### src/rtl/sfifo_thresh_if.sv
// Write/read handshake, fill level and threshold bundle for sfifo_thresh.
// Error-flag signals exist only when SFIFO_ERR_FLAGS_EN is defined.
interface sfifo_thresh_if #(
    parameter int LGFIFO = 4,
    parameter int WIDTH  = 16
);
    logic              i_wr;
    logic [WIDTH-1:0]  i_wr_data;
    logic              o_full;
    logic              i_rd;
    logic [WIDTH-1:0]  o_rd_data;
    logic              o_empty;
    logic [LGFIFO:0]   o_fill;
    logic [LGFIFO:0]   i_af_level;
    logic [LGFIFO:0]   i_ae_level;
    logic              o_almost_full;
    logic              o_almost_empty;
`ifdef SFIFO_ERR_FLAGS_EN
    logic              i_clr_err;
    logic              o_overflow;
    logic              o_underflow;

    modport slave (
        input  i_wr, i_wr_data, i_rd, i_af_level, i_ae_level, i_clr_err,
        output o_full, o_rd_data, o_empty, o_fill, o_almost_full, o_almost_empty,
               o_overflow, o_underflow
    );
    modport master (
        output i_wr, i_wr_data, i_rd, i_af_level, i_ae_level, i_clr_err,
        input  o_full, o_rd_data, o_empty, o_fill, o_almost_full, o_almost_empty,
               o_overflow, o_underflow
    );
`else
    modport slave (
        input  i_wr, i_wr_data, i_rd, i_af_level, i_ae_level,
        output o_full, o_rd_data, o_empty, o_fill, o_almost_full, o_almost_empty
    );
    modport master (
        output i_wr, i_wr_data, i_rd, i_af_level, i_ae_level,
        input  o_full, o_rd_data, o_empty, o_fill, o_almost_full, o_almost_empty
    );
`endif
endinterface

### src/rtl/sfifo_thresh.sv
// FWFT FIFO, write->head visible next cycle; flags are flops of next fill; writes refused when full
// (unless write-on-full with a same-cycle read), empty reads ignored. SFIFO_ERR_FLAGS_EN adds sticky errors.
module sfifo_thresh #(
    parameter int LGFIFO             = 4,
    parameter int WIDTH              = 16,
    parameter bit OPT_WRITE_ON_FULL  = 1'b0,
    parameter bit OPT_REGISTER_READS = 1'b1
) (
    input  logic          i_clk,
    input  logic          i_reset_n,
    sfifo_thresh_if.slave bus
);
    localparam logic [LGFIFO:0] L_ONE   = {{LGFIFO{1'b0}}, 1'b1};
    localparam logic [LGFIFO:0] L_DEPTH = {1'b1, {LGFIFO{1'b0}}};

    logic [WIDTH-1:0] r_mem [2**LGFIFO];
    logic [LGFIFO:0]  r_wr_addr, r_rd_addr, r_fill;
    logic [LGFIFO:0]  w_fill_nxt, w_rd_addr_nxt;
    logic             r_full, r_empty, r_almost_full, r_almost_empty;
    logic             w_rd_ok, w_wr_ok;

    assign w_rd_ok       = bus.i_rd && !r_empty;
    assign w_wr_ok       = bus.i_wr && (!r_full || (OPT_WRITE_ON_FULL && bus.i_rd));
    assign w_rd_addr_nxt = w_rd_ok ? (r_rd_addr + L_ONE) : r_rd_addr;

    always_comb begin
        w_fill_nxt = r_fill;
        if (w_wr_ok && !w_rd_ok)
            w_fill_nxt = r_fill + L_ONE;
        else if (w_rd_ok && !w_wr_ok)
            w_fill_nxt = r_fill - L_ONE;
    end

    always_ff @(posedge i_clk or negedge i_reset_n) begin
        if (!i_reset_n) begin
            r_wr_addr      <= '0;
            r_rd_addr      <= '0;
            r_fill         <= '0;
            r_full         <= 1'b0;
            r_empty        <= 1'b1;
            r_almost_full  <= 1'b0;
            r_almost_empty <= 1'b1;
        end else begin
            if (w_wr_ok)
                r_wr_addr <= r_wr_addr + L_ONE;
            r_rd_addr      <= w_rd_addr_nxt;
            r_fill         <= w_fill_nxt;
            r_full         <= (w_fill_nxt == L_DEPTH);
            r_empty        <= (w_fill_nxt == '0);
            r_almost_full  <= (w_fill_nxt >= bus.i_af_level);
            r_almost_empty <= (w_fill_nxt <= bus.i_ae_level);
        end
    end

    always_ff @(posedge i_clk) begin
        if (w_wr_ok)
            r_mem[r_wr_addr[LGFIFO-1:0]] <= bus.i_wr_data;
    end

    generate
        if (OPT_REGISTER_READS) begin : g_reg_rd
            logic [WIDTH-1:0] r_rd_data;
            logic             w_bypass;

            // Next head slot is the one being written now: memory is not yet updated.
            assign w_bypass = w_wr_ok && (w_rd_addr_nxt == r_wr_addr);

            always_ff @(posedge i_clk or negedge i_reset_n) begin
                if (!i_reset_n)
                    r_rd_data <= '0;
                else if (w_rd_ok || w_wr_ok)
                    r_rd_data <= w_bypass ? bus.i_wr_data : r_mem[w_rd_addr_nxt[LGFIFO-1:0]];
            end
            assign bus.o_rd_data = r_rd_data;
        end else begin : g_comb_rd
            assign bus.o_rd_data = r_mem[r_rd_addr[LGFIFO-1:0]];
        end
    endgenerate

    assign bus.o_full         = r_full;
    assign bus.o_empty        = r_empty;
    assign bus.o_fill         = r_fill;
    assign bus.o_almost_full  = r_almost_full;
    assign bus.o_almost_empty = r_almost_empty;

`ifdef SFIFO_ERR_FLAGS_EN
    logic r_overflow, r_underflow;

    // A new error in the same cycle as a clear wins.
    always_ff @(posedge i_clk or negedge i_reset_n) begin
        if (!i_reset_n) begin
            r_overflow  <= 1'b0;
            r_underflow <= 1'b0;
        end else begin
            if (bus.i_wr && !w_wr_ok)
                r_overflow <= 1'b1;
            else if (bus.i_clr_err)
                r_overflow <= 1'b0;
            if (bus.i_rd && r_empty)
                r_underflow <= 1'b1;
            else if (bus.i_clr_err)
                r_underflow <= 1'b0;
        end
    end

    assign bus.o_overflow  = r_overflow;
    assign bus.o_underflow = r_underflow;
`endif
endmodule
### src/flat_wrapper.sv
// flat-port wrapper written by rule: the top's interface ports become plain ports
module sfifo_thresh_flat 
#(
    parameter int LGFIFO             = 4,
    parameter int WIDTH              = 16,
    parameter bit OPT_WRITE_ON_FULL  = 1'b0,
    parameter bit OPT_REGISTER_READS = 1'b1
)
  (i_clk, i_reset_n, bus_i_wr, bus_i_wr_data, bus_i_rd, bus_i_af_level, bus_i_ae_level, bus_o_full, bus_o_rd_data, bus_o_empty, bus_o_fill, bus_o_almost_full, bus_o_almost_empty);
  sfifo_thresh_if #(.LGFIFO(LGFIFO), .WIDTH(WIDTH)) bus_i ();
  input  logic i_clk;
  input  logic i_reset_n;
  input wire logic [$bits(bus_i.i_wr)-1:0] bus_i_wr;
  input wire logic [$bits(bus_i.i_wr_data)-1:0] bus_i_wr_data;
  input wire logic [$bits(bus_i.i_rd)-1:0] bus_i_rd;
  input wire logic [$bits(bus_i.i_af_level)-1:0] bus_i_af_level;
  input wire logic [$bits(bus_i.i_ae_level)-1:0] bus_i_ae_level;
  output wire logic [$bits(bus_i.o_full)-1:0] bus_o_full;
  output wire logic [$bits(bus_i.o_rd_data)-1:0] bus_o_rd_data;
  output wire logic [$bits(bus_i.o_empty)-1:0] bus_o_empty;
  output wire logic [$bits(bus_i.o_fill)-1:0] bus_o_fill;
  output wire logic [$bits(bus_i.o_almost_full)-1:0] bus_o_almost_full;
  output wire logic [$bits(bus_i.o_almost_empty)-1:0] bus_o_almost_empty;
  assign bus_i.i_wr = bus_i_wr;
  assign bus_i.i_wr_data = bus_i_wr_data;
  assign bus_i.i_rd = bus_i_rd;
  assign bus_i.i_af_level = bus_i_af_level;
  assign bus_i.i_ae_level = bus_i_ae_level;
  assign bus_o_full = bus_i.o_full;
  assign bus_o_rd_data = bus_i.o_rd_data;
  assign bus_o_empty = bus_i.o_empty;
  assign bus_o_fill = bus_i.o_fill;
  assign bus_o_almost_full = bus_i.o_almost_full;
  assign bus_o_almost_empty = bus_i.o_almost_empty;
  sfifo_thresh #(.LGFIFO(LGFIFO), .WIDTH(WIDTH), .OPT_WRITE_ON_FULL(OPT_WRITE_ON_FULL), .OPT_REGISTER_READS(OPT_REGISTER_READS)) u_core (.i_clk(i_clk), .i_reset_n(i_reset_n), .bus(bus_i));
endmodule
### config.mk
export PLATFORM = sky130hd
export DESIGN_NAME = sfifo_thresh_flat
export DESIGN_NICKNAME = d
export VERILOG_FILES = /design/src/rtl/sfifo_thresh_if.sv /design/src/rtl/sfifo_thresh.sv /design/src/flat_wrapper.sv
export SDC_FILE = /design/constraint.sdc
export NUM_CORES = 1
export LEC_CHECK = 0
export ABC_AREA = 1
export BUFFER_PORTS_ARGS = -buffer_cell sky130_fd_sc_hd__buf_2
export CORE_MARGIN = 2
export CORE_UTILIZATION = 56
export CTS_CLUSTER_SIZE = 16
export DETAILED_ROUTE_END_ITERATION = 16
export PLACE_DENSITY = 0.73
export RECOVER_POWER = 100
export SKIP_LAST_GASP = 1
export SYNTH_ARGS = -nofsm -noshare
export SYNTH_HDL_FRONTEND = slang
export SYNTH_SLANG_ARGS = --single-unit
### constraint.sdc
create_clock -name i_clk -period 2.23 [get_ports i_clk]
set_clock_uncertainty 0.15 [all_clocks]
set_input_delay 0.446 -clock i_clk [delete_from_list [all_inputs] [get_ports i_clk]]
set_output_delay 0.446 -clock i_clk [all_outputs]
set_load 0.02 [all_outputs]
==> results of run 1 <==
## kinds of logic (layout without fill, tap and decap cells)
| group | count (synthesis) | in the layout | share of synthesized area (%) |
|---|---|---|---|
| simple gates | 678 | 678 | 24.6 |
| flops | 291 | 291 | 64.5 |
| buf+inv | 263 | 412 | 7.89 |
| xor+xnor | 7 | 7 | 0.462 |
| compound gates | 19 | 19 | 0.810 |
| fa+ha+maj | 17 | 17 | 1.60 |
| mux | 2 | 2 | 0.160 |
## metrics by stage
stage / power [uW] / hold WS, ns / instances / instance area, sq um / setup TNS [ns]
after floorplan: 12200 / 0.000409 / 1277 / 13300 / 0
after global placement: 15400 / 0.315 / 1673 / 14700 / -0.181
after detailed placement: 15500 / 0.315 / 1673 / 14700 / -0.366
after CTS: 20800 / 0.124 / 1738 / 15800 / 0
after global routing: 22400 / 0.160 / 1745 / 16000 / -1.19
final: 21400 / 0.130 / 1745 / 16000 / -0.0446
## metal layers
layer / up-vias / share of wire [%] / track usage, %
li1: 4521 / - / -
met1: 4752 / 40 / 38.6
met2: 560 / 48 / 46.7
met3: 124 / 8.9 / 3.89
met4: 0 / 4.0 / 9.65
met5: - / 0 / 0
## where the power goes
group	internal, uW	switching [uW]	leakage [uW]
Clock	2920	2050	0.000492
Combinational	3390	5880	0.00357
Sequential	6750	389	0.00272
Total	13100	8320	0.00679
## layout make-up
cell class                      count  share of cell area [%]
Clock buffer                       41                    5.40
Clock inverter                     15                   0.775
Inverter                          199                    4.69
Multi-Input combinational cell    723                    24.2
Sequential cell                   291                    53.6
Tap cell                          319                    2.50
Timing Repair Buffer              157                    8.84
## repair_timing
action	CTS	global route
hold endpoints to repair	23	0
pin swaps	4	11
gates resized for setup	14	31
cloned	1	3
buffers inserted	7	4
endpoints found under the setup margin	5	20
hold buffers	1	0
## synth_stat cells (3+ instances only)
cell type,count,area (sq um)
nand3b_1,97,728
xor2_1,6,52.6
buf_2,36,180
buf_1,4,15.0
edfxtp_1,256,7690
a21oi_1,5,25.0
inv_1,194,728
clkbuf_1,21,78.8
ha_1,17,213
nand3_1,252,1260
nand2_1,297,1110
o21ai_0,7,35.0
nand2_2,3,18.8
inv_2,4,15.0
dfrtp_1,33,826
nor2_1,23,86.3
## sequential cells by signal, summed over array words and instances (netlist names)
name                       count
u_core.r_mem                 256
u_core.bus.o_rd_data          16
u_core.bus.o_fill              5
u_core.r_rd_addr               5
u_core.r_wr_addr               5
u_core.bus.o_almost_empty      1
u_core.bus.o_almost_full       1
u_core.bus.o_empty             1
u_core.bus.o_full              1
## path summary, 6_finish.rpt
path	from	to	slack (ns)	cells past startpoint
worst min-delay path	bus_i_ae_level[0]	u_core.bus.o_almost_empty	0.13	4
min in group asynchronous	i_reset_n	u_core.bus.o_rd_data[5]	0.32	2
worst min register to register	u_core.bus.o_rd_data[7]	u_core.bus.o_rd_data[7]	0.34	2
worst max register to register	u_core.bus.o_fill[0]	u_core.bus.o_almost_empty	-0.02	10
max in group asynchronous	i_reset_n	u_core.bus.o_rd_data[10]	1.03	3
worst max-delay path	u_core.bus.o_fill[0]	u_core.bus.o_almost_empty	-0.02	10
## worst max-delay path, delay by kind of cell (launching register included)
family | cells | cell delay, ns
flops | 1 | 0.40
simple gates | 1 | 0.05
xor+xnor | 1 | 0.20
compound gates | 3 | 0.37
fa+ha+maj | 2 | 0.53
buf+inv | 2 | 0.26
mux | 1 | 0.22
==> flow_metrics.env, run 1 <==
export IMPL_fin_util_pct=68.3
export IMPL_dr_total_vias=9957
export IMPL_drc=0
export IMPL_ir_drop_mv=0.814
export IMPL_clock_path_buffers=3
export IMPL_synth_edf_count=256
export IMPL_dieArea_sq_mm=0.0250
export IMPL_grt_overflow_total=0
export IMPL_die_h_microns=158
export IMPL_hold_violations=0
export IMPL_dp_worst_setup_slack_ns=-0.186
export IMPL_syn_area_sq_mm=0.0133
export IMPL_grt_max_degree=63
export IMPL_cap_violations=0
export IMPL_setup_viol_count_final=3
export IMPL_cellPowerDensity_mw_per_mm2=1340
export IMPL_grt_pass1_wl_microns=52400
export IMPL_cts_sink_count=291
export IMPL_layout_common_cells="289 x nand2_1, 256 x edfxtp_1, 248 x nand3_1"
export IMPL_cp_arrival_ns=2.58
export IMPL_ios=55
export IMPL_start_util_pct=56.7
export IMPL_routed_via_density=5.71
export IMPL_first_pass_iters=8
export IMPL_drt_total_wl_microns=35500
export IMPL_layout_commonest_cell="nand2_1"
export IMPL_clock_fmax_ghz=0.445
export IMPL_syn2layout_area_growth_pct=20.4
export IMPL_diodes=0
export IMPL_worstPathCellList="buf_4, ha_1, inv_2, nor2_1, mux2i_1, xnor2_1, ha_1, a21oi_1, o221ai_2, o21ai_1"
export IMPL_dpl_hpwl_microns=20400
export IMPL_ant_nets=0
export IMPL_cts_tree="built"
export IMPL_ys_async_sr_fraction_pct=12.0
export IMPL_fin_crit_ns=2.25
export IMPL_nets=1449
export IMPL_syn_inst=1277
export IMPL_max_slew_margin_pct=41.8
export IMPL_synth_warnings=0
export IMPL_p_leak_uw=0.00679
export IMPL_final_layout_size_suffix_gt1_share_pct=17.3
export IMPL_start_kind="register"
export IMPL_multi_input_area_sq_mm=0.00387
export IMPL_ys_ff_latch=291
export IMPL_portBuffers=54
export IMPL_syn_nets=1324
export IMPL_rows=56
export IMPL_drtIter0Drc=1231
export IMPL_path_class="register to register"
export IMPL_avgSynthCellArea_sq_um=10.4
export IMPL_ys_seq_area_share_pct=64.5
export IMPL_crit_fanout=5
export IMPL_fp_dieW_microns=158
export IMPL_fill_cells=1720
export IMPL_hold_class="primary input to register"
export IMPL_violations="negative setup slack"
export IMPL_crit_path_frequent_cell="ha_1"
export IMPL_grt_usage_pct=28.2
export IMPL_final_max_slew_viol_count=0
export IMPL_clk_latency_ns=0.55
export IMPL_place_gp_congestion=0.866
export IMPL_period_share_pct=101
export IMPL_antenna_found_initial=0
export IMPL_seq_area_sq_mm=0.00857
export IMPL_yosysUniqueCellTypes=32
export IMPL_status="complete, but fails checks"
export IMPL_required_ns=2.56
export IMPL_grt_pass1_vias=9388
export IMPL_end_kind="register"
export IMPL_coreArea_sq_mm=0.0234
export IMPL_h_tree_depth=1
export IMPL_root_buffer="clkbuf_16"
export IMPL_rsz0062_at_grt="true"
export IMPL_synth_ff_type="edfxtp_1"
export IMPL_worst_slack_ns=-0.0181
export IMPL_tightest_slew_ns=0.873
export IMPL_clk_pin_slew_worst_paths_ns=0.06
export IMPL_cpMaxStageDelayCell="dfrtp_2"
export IMPL_cts_buffers=30
export IMPL_critPathMaxStageDelay_ns=0.40
export IMPL_wl_per_cell_microns=20.3
No activity file was read; power rests on OpenSTA's default activity.
==> inputs of run 2 (changes only) <==
--- a/config.mk
+++ b/config.mk
@@ -13,6 +13,7 @@
 export DETAILED_ROUTE_END_ITERATION = 16
 export PLACE_DENSITY = 0.73
 export RECOVER_POWER = 100
+export REMOVE_ABC_BUFFERS = 1
 export SKIP_LAST_GASP = 1
 export SYNTH_ARGS = -nofsm -noshare
 export SYNTH_HDL_FRONTEND = slang
==> constraint.sdc (replaced) <==
create_clock -name i_clk -period 2.23 [get_ports i_clk]
set_clock_uncertainty 0.15 [all_clocks]
set_input_delay 0.223 -clock i_clk [delete_from_list [all_inputs] [get_ports i_clk]]
set_output_delay 0.223 -clock i_clk [all_outputs]
set_load 0.02 [all_outputs]
==> run 2 against run 1 <==
Compared with the run above:
- count of clock-buffer cells in the layout up 2
- utilization up 1.8 points
- critical path depth up 5
- critical path type unchanged
- largest cell class unchanged
- total power up 2.4%
- register-to-register slack better by 0.04 ns
- highest routed layer unchanged
- the flow now finishes without violations
- non-clock buffer count up 20
==> flow_metrics.env, run 2 (same netlist as run 1, synthesis figures left out) <==
export IMPL_status="finished clean"
export IMPL_start_util_pct=56.7
export IMPL_p_leak_uw=0.00696
export IMPL_cp_arrival_ns=2.51
export IMPL_drc=0
export IMPL_ios=55
export IMPL_cts_buffers=30
export IMPL_fin_crit_ns=2.21
export IMPL_dr_total_vias=10054
export IMPL_tightest_slew_ns=0.968
export IMPL_p_clk_share_pct=23.5
export IMPL_antenna_found_initial=0
export IMPL_layout_common_cells="282 x nand2_1, 256 x edfxtp_1, 238 x nand3_1"
export IMPL_cts_tree="built"
export IMPL_drt_total_wl_microns=36700
export IMPL_layout_commonest_cell="nand2_1"
export IMPL_cellPowerDensity_mw_per_mm2=1340
export IMPL_crit_fanout=7
export IMPL_end_kind="register"
export IMPL_dpl_hpwl_microns=18800
export IMPL_routed_via_density=5.70
export IMPL_setup_viol_count_final=0
export IMPL_grt_pass1_vias=9301
export IMPL_first_pass_iters=5
export IMPL_dieArea_sq_mm=0.0250
export IMPL_seq_power_share_pct=32.5
export IMPL_combPwrFrac_pct=44.1
export IMPL_cap_violations=0
export IMPL_fin_util_pct=70.1
export IMPL_rows=56
export IMPL_final_layout_size_suffix_gt1_share_pct=18.0
export IMPL_ir_drop_mv=0.915
export IMPL_clock_path_buffers=3
export IMPL_place_gp_congestion=0.807
export IMPL_largest_reg_flops=256
export IMPL_switching_share_pct=38.6
export IMPL_nets=1469
export IMPL_clk_pin_slew_worst_paths_ns=0.06
export IMPL_h_tree_depth=1
export IMPL_final_max_slew_viol_count=0
export IMPL_root_buffer="clkbuf_16"
export IMPL_cts_sink_count=291
export IMPL_clk_latency_ns=0.56
export IMPL_fill_cells=1701
export IMPL_start_kind="register"
export IMPL_hold_violations=0
export IMPL_drtIter0Drc=981
export IMPL_final_cell_area_sq_mm=0.0164
export IMPL_period_share_pct=98.9
export IMPL_power_internal_uw=13400
export IMPL_place_area_sq_mm=0.0144
export IMPL_path_class="register to register"
export IMPL_grt_overflow_total=0
export IMPL_clock_fmax_ghz=0.453
export IMPL_hold_class="primary input to register"
export IMPL_p_switching_uw=8450
export IMPL_required_ns=2.53
export IMPL_max_slew_margin_pct=35.5
export IMPL_syn2layout_area_growth_pct=23.5
export IMPL_grt_max_degree=97
export IMPL_grt_usage_pct=27.1
export IMPL_wl_per_cell_microns=20.8
export IMPL_die_h_microns=158
export IMPL_fp_dieW_microns=158
export IMPL_grt_pass1_wl_microns=50400
export IMPL_rsz0062_at_grt="true"
export IMPL_coreArea_sq_mm=0.0234
export IMPL_diodes=0
export IMPL_ant_nets=0
export IMPL_portBuffers=54
-- run 2: critical path: stages, from the launching register on --
cell	delay [ns]
dfstp_2	0.55
inv_2	0.06
nand2_4	0.07
buf_6	0.13
nand2_8	0.07
nand2_8	0.13
inv_8	0.05
nand2_4	0.06
nand3_4	0.07
nor2_4	0.27
buf_6	0.20
nand3_1	0.09
nand2_1	0.06
inv_1	0.04
nand2_1	0.06
nand2_1	0.05
-- run 2: per-stage QoR --
step / hold slack, ns / cells / total power (uW) / worst slack [ns] / setup TNS, ns
CTS: 0.0154 / 1737 / 20200 / -0.0198 / -0.0198
detailed placement: 0.0209 / 1656 / 15100 / -0.0655 / -0.0695
finish: 0.0140 / 1765 / 21900 / 0.0243 / 0
global placement: 0.0165 / 1656 / 14900 / 0.0233 / 0
floorplan: -0.223 / 1213 / 11900 / -2.51 / -42.50
global route: 0.0231 / 1765 / 22900 / -0.0593 / -0.585
-- run 2: path summary, 6_finish.rpt --
kind                                     startpoint                        end  slack, ns  cells past startpoint
setup reg to reg                 u_core.bus.o_empty   u_core.bus.o_rd_data[10]       0.02                     15
hold / removal                    bus_i_ae_level[3]  u_core.bus.o_almost_empty       0.01                      6
setup / recovery                 u_core.bus.o_empty   u_core.bus.o_rd_data[10]       0.02                     15
hold reg to reg            u_core.bus.o_rd_data[13]   u_core.bus.o_rd_data[13]       0.32                      2
min in group asynchronous                 i_reset_n    u_core.bus.o_rd_data[5]       0.50                      3
max in group asynchronous                 i_reset_n        u_core.r_wr_addr[1]       0.46                      3
-- run 2: area by class of cell --
| class | count | area, sq um | share of cell area (%) |
|---|---|---|---|
| inverter | 199 | 757 | 4.62 |
| clock buffer | 43 | 881 | 5.37 |
| tap | 319 | 399 | 2.43 |
| multi-input combinational | 723 | 3990 | 24.3 |
| clock inverter | 13 | 145 | 0.885 |
| timing repair buffer | 177 | 1670 | 10.2 |
| sequential | 291 | 8570 | 52.2 |
-- run 2: timing repair --
item | in CTS | in global routing
setup buffers | 2 | 16
gates resized for setup | 2 | 84
endpoints found under the hold margin | 292 | 0
hold buffers | 23 | 0
gates cloned | 0 | 12
pin swaps | 2 | 24
endpoints found under the setup margin | 2 | 18
-- run 2: per-layer routing --
metal	routed length (microns)	track usage, %
met1	13800	35.9
met2	17100	44.6
met3	4040	4.71
met4	1700	11.1
met5	0	0
-- run 2: power groups by stage --
stage	registers, uW	clock network [uW]	logic, uW
final	7110	5140	9650
after global routing	7170	5380	10400
after CTS	7080	5150	7990
after detailed placement	7190	0	7860
after global placement	7170	0	7700
after floorplan	7400	0	4460
==> inputs of run 3 (changes only) <==
--- a/config.mk
+++ b/config.mk
@@ -5,8 +5,8 @@
 export SDC_FILE = /design/constraint.sdc
 export NUM_CORES = 1
 export LEC_CHECK = 0
-export ABC_AREA = 1
 export BUFFER_PORTS_ARGS = -buffer_cell sky130_fd_sc_hd__buf_2
+export CAP_MARGIN = 0
 export CORE_MARGIN = 2
 export CORE_UTILIZATION = 56
 export CTS_CLUSTER_SIZE = 16
@@ -18,3 +18,4 @@
 export SYNTH_ARGS = -nofsm -noshare
 export SYNTH_HDL_FRONTEND = slang
 export SYNTH_SLANG_ARGS = --single-unit
+export TNS_END_PERCENT = 30
==> run 3 against run 2 <==
Compared with the run above:
- the run now ends with negative setup slack left
- die area grew 1.5%
- final cell count shrank 16%
- via count shrank 6.3%
- largest cell class unchanged
- setup slack lost 0.20 ns
- total power grew 14%
==> flow_metrics.env, run 3 <==
export IMPL_clk_latency_ns=0.55
export IMPL_layout_commonest_cell="edfxtp_1"
export IMPL_worst_slack_ns=-0.171
export IMPL_period_share_pct=108
export IMPL_largest_reg_flops=256
export IMPL_multi_input_area_sq_mm=0.00482
export IMPL_cp_arrival_ns=2.67
export IMPL_finalPower_uw=25000
export IMPL_power_internal_uw=15400
export IMPL_synth_edf_count=256
export IMPL_synthTopCellsByCount="256 x edfxtp_1, 92 x nand2_1, 64 x mux2i_1"
export IMPL_place_gp_congestion=0.801
export IMPL_crit_path_frequent_cell="buf_6"
export IMPL_grt_usage_pct=26.9
export IMPL_rsz0062_at_grt="true"
export IMPL_ios=55
export IMPL_cap_violations=0
export IMPL_cts_tree="built"
export IMPL_synth_simple_gate_area_share_pct=11.2
export IMPL_status="complete, but fails checks"
export IMPL_dieArea_sq_mm=0.0253
export IMPL_final_max_slew_viol_count=0
export IMPL_whs_ns=0.0361
export IMPL_start_util_pct=57.3
export IMPL_grt_max_degree=45
export IMPL_critPathMaxStageDelay_ns=0.53
export IMPL_wl_per_cell_microns=23.1
export IMPL_fp_dieW_microns=159
export IMPL_dr_total_vias=9418
export IMPL_grt_overflow_total=0
export IMPL_setup_viol_count_final=20
export IMPL_dpl_hpwl_microns=20600
export IMPL_crit_fanout=13
export IMPL_clock_path_buffers=3
export IMPL_cts_sink_count=291
export IMPL_rows=56
export IMPL_ys_async_sr_fraction_pct=12.0
export IMPL_diodes=0
export IMPL_portBuffers=54
export IMPL_synth_top_family_by_area="simple AND/OR/NAND/NOR gates"
export IMPL_cts_buffers=30
export IMPL_grt_pass1_wl_microns=52800
export IMPL_synth_top_area_cell="edfxtp_1"
export IMPL_worstPathCellList="and2b_2, buf_6, xnor2_4, buf_6, xnor2_2, nand4_2, buf_6, o32ai_1, a31oi_1"
export IMPL_synth_warnings=0
export IMPL_ant_nets=0
export IMPL_path_class="register to register"
export IMPL_root_buffer="clkbuf_16"
export IMPL_synthAdderAreaFrac_pct=1.58
export IMPL_seq_power_share_pct=29.3
export IMPL_synth_top_area_share_pct=57.0
export IMPL_yosysUniqueCellTypes=51
export IMPL_required_ns=2.50
export IMPL_die_h_microns=159
export IMPL_seq_area_sq_mm=0.00857
export IMPL_start_kind="register"
export IMPL_grt_pass1_vias=9680
export IMPL_p_clk_share_pct=20.6
export IMPL_ys_ff_latch=291
export IMPL_end_kind="register"
export IMPL_synth_compound_area_share_pct=9.03
export IMPL_tightest_slew_ns=0.909
export IMPL_synth_xor_area_share_pct=1.63
export IMPL_layout_common_cells="256 x edfxtp_1, 91 x nand2_1, 64 x mux2i_1"
export IMPL_synth_most_common_cell="edfxtp_1"
export IMPL_p_switching_uw=9590
export IMPL_syn2layout_area_growth_pct=22.5
export IMPL_clk_pin_slew_worst_paths_ns=0.06
export IMPL_synthTopCellsByArea="edfxtp_1 57%, dfrtp_1 6.1%, mux4_2 5.3%, mux2i_1 4.8%, nand2_1 2.6%"
export IMPL_ir_drop_mv=0.925
export IMPL_clock_fmax_ghz=0.416
export IMPL_synth_mux_area_share_pct=10.1
export IMPL_routed_via_density=6.35
export IMPL_fill_cells=1609
export IMPL_h_tree_depth=1
export IMPL_cellPowerDensity_mw_per_mm2=1510
export IMPL_hold_class="primary input to register"
export IMPL_drtIter0Drc=986
export IMPL_final_layout_size_suffix_gt1_share_pct=22.5
export IMPL_syn_area_sq_mm=0.0135
export IMPL_synth_ff_type="edfxtp_1"
export IMPL_max_slew_margin_pct=39.4
export IMPL_violations="negative setup slack"
export IMPL_switching_share_pct=38.4
export IMPL_drt_total_wl_microns=34200
export IMPL_fin_cells=1483
export IMPL_drc=0
export IMPL_syn_inst=1005
export IMPL_avgSynthCellArea_sq_um=13.4
export IMPL_combPwrFrac_pct=50.1
export IMPL_fin_setup_tns_ns=-2.74
export IMPL_fin_util_pct=70.2
export IMPL_ys_seq_area_share_pct=63.5
export IMPL_coreArea_sq_mm=0.0235
export IMPL_nets=1187
export IMPL_place_inst=1402
export IMPL_hold_violations=0
export IMPL_fin_crit_ns=2.40
export IMPL_antenna_found_initial=0
export IMPL_cpMaxStageDelayCell="dfstp_2"
export IMPL_p_leak_uw=0.00582
export IMPL_first_pass_iters=5
## run 3: what timing repair did
| action | in CTS | in global routing |
|---|---|---|
| pin swaps | 14 | 9 |
| endpoints found under the setup margin | 20 | 20 |
| hold endpoints to repair | 291 | 0 |
| gates resized for setup | 45 | 31 |
| buffers inserted | 4 | 0 |
| gates cloned | 1 | 0 |
| hold buffers | 21 | 0 |
## run 3: kinds of logic (layout without fill, tap and decap cells)
group | after synthesis | after routing
AOI/OAI and AO/OA | 192 | 192
xor gates and xnor gates | 18 | 18
adders and majority gates | 17 | 17
buffers and inverters | 90 | 249
DFF | 291 | 291
muxes | 96 | 96
and+or+nand+nor | 301 | 301
## run 3: path summary, 6_finish.rpt
kind / from / end / slack (ns) / depth (start not counted)
hold / removal: bus_i_ae_level[3] / u_core.bus.o_almost_empty / 0.04 / 6
max in group asynchronous: i_reset_n / u_core.r_rd_addr[0] / 1.07 / 2
setup / recovery: u_core.bus.o_empty / u_core.bus.o_rd_data[9] / -0.17 / 9
setup reg to reg: u_core.bus.o_empty / u_core.bus.o_rd_data[9] / -0.17 / 9
hold reg to reg: u_core.r_wr_addr[4] / u_core.r_wr_addr[4] / 0.34 / 1
min in group asynchronous: i_reset_n / u_core.bus.o_full / 0.18 / 2
## run 3: area by class of cell
type                            count  area share (%)
Clock inverter                     12            1.03
Multi-Input combinational cell    624            29.2
Tap cell                          319            2.42
Timing Repair Buffer              175            9.82
Clock buffer                       44            5.23
Inverter                           18           0.424
Sequential cell                   291            51.9
## run 3: per-layer routing
metal | GRT usage [%] | wire length [microns] | vias up
met2 | 45.7 | 17100 | 459
met4 | 11.9 | 1230 | 0
met1 | 34.6 | 13100 | 4697
li1 | - | - | 4179
met3 | 3.96 | 2810 | 83
met5 | 0 | 0 | -
## run 3: through the flow
step / setup WS, ns / cell area (sq um)
after floorplan: -5.16 / 13100
after global placement: -0.187 / 14900
after detailed placement: -0.286 / 14900
after CTS: -0.189 / 16400
after global routing: -0.318 / 16500
final: -0.171 / 16500
## run 3: power by group through the flow
stage,Clock (uW),Combinational (uW),Sequential (uW)
after floorplan,0,5200,7870
final,5140,12500,7320
after global routing,5410,13400,7380
after CTS,5190,12100,7280
after global placement,0,11100,7330
after detailed placement,0,11400,7370
## run 3: critical path, delay by kind of cell (launching register included)
kind / cells / cell delay [ns]
buf+inv: 3 / 0.50
compound gates: 2 / 0.36
xor+xnor: 2 / 0.34
flops: 1 / 0.53
simple gates: 2 / 0.39
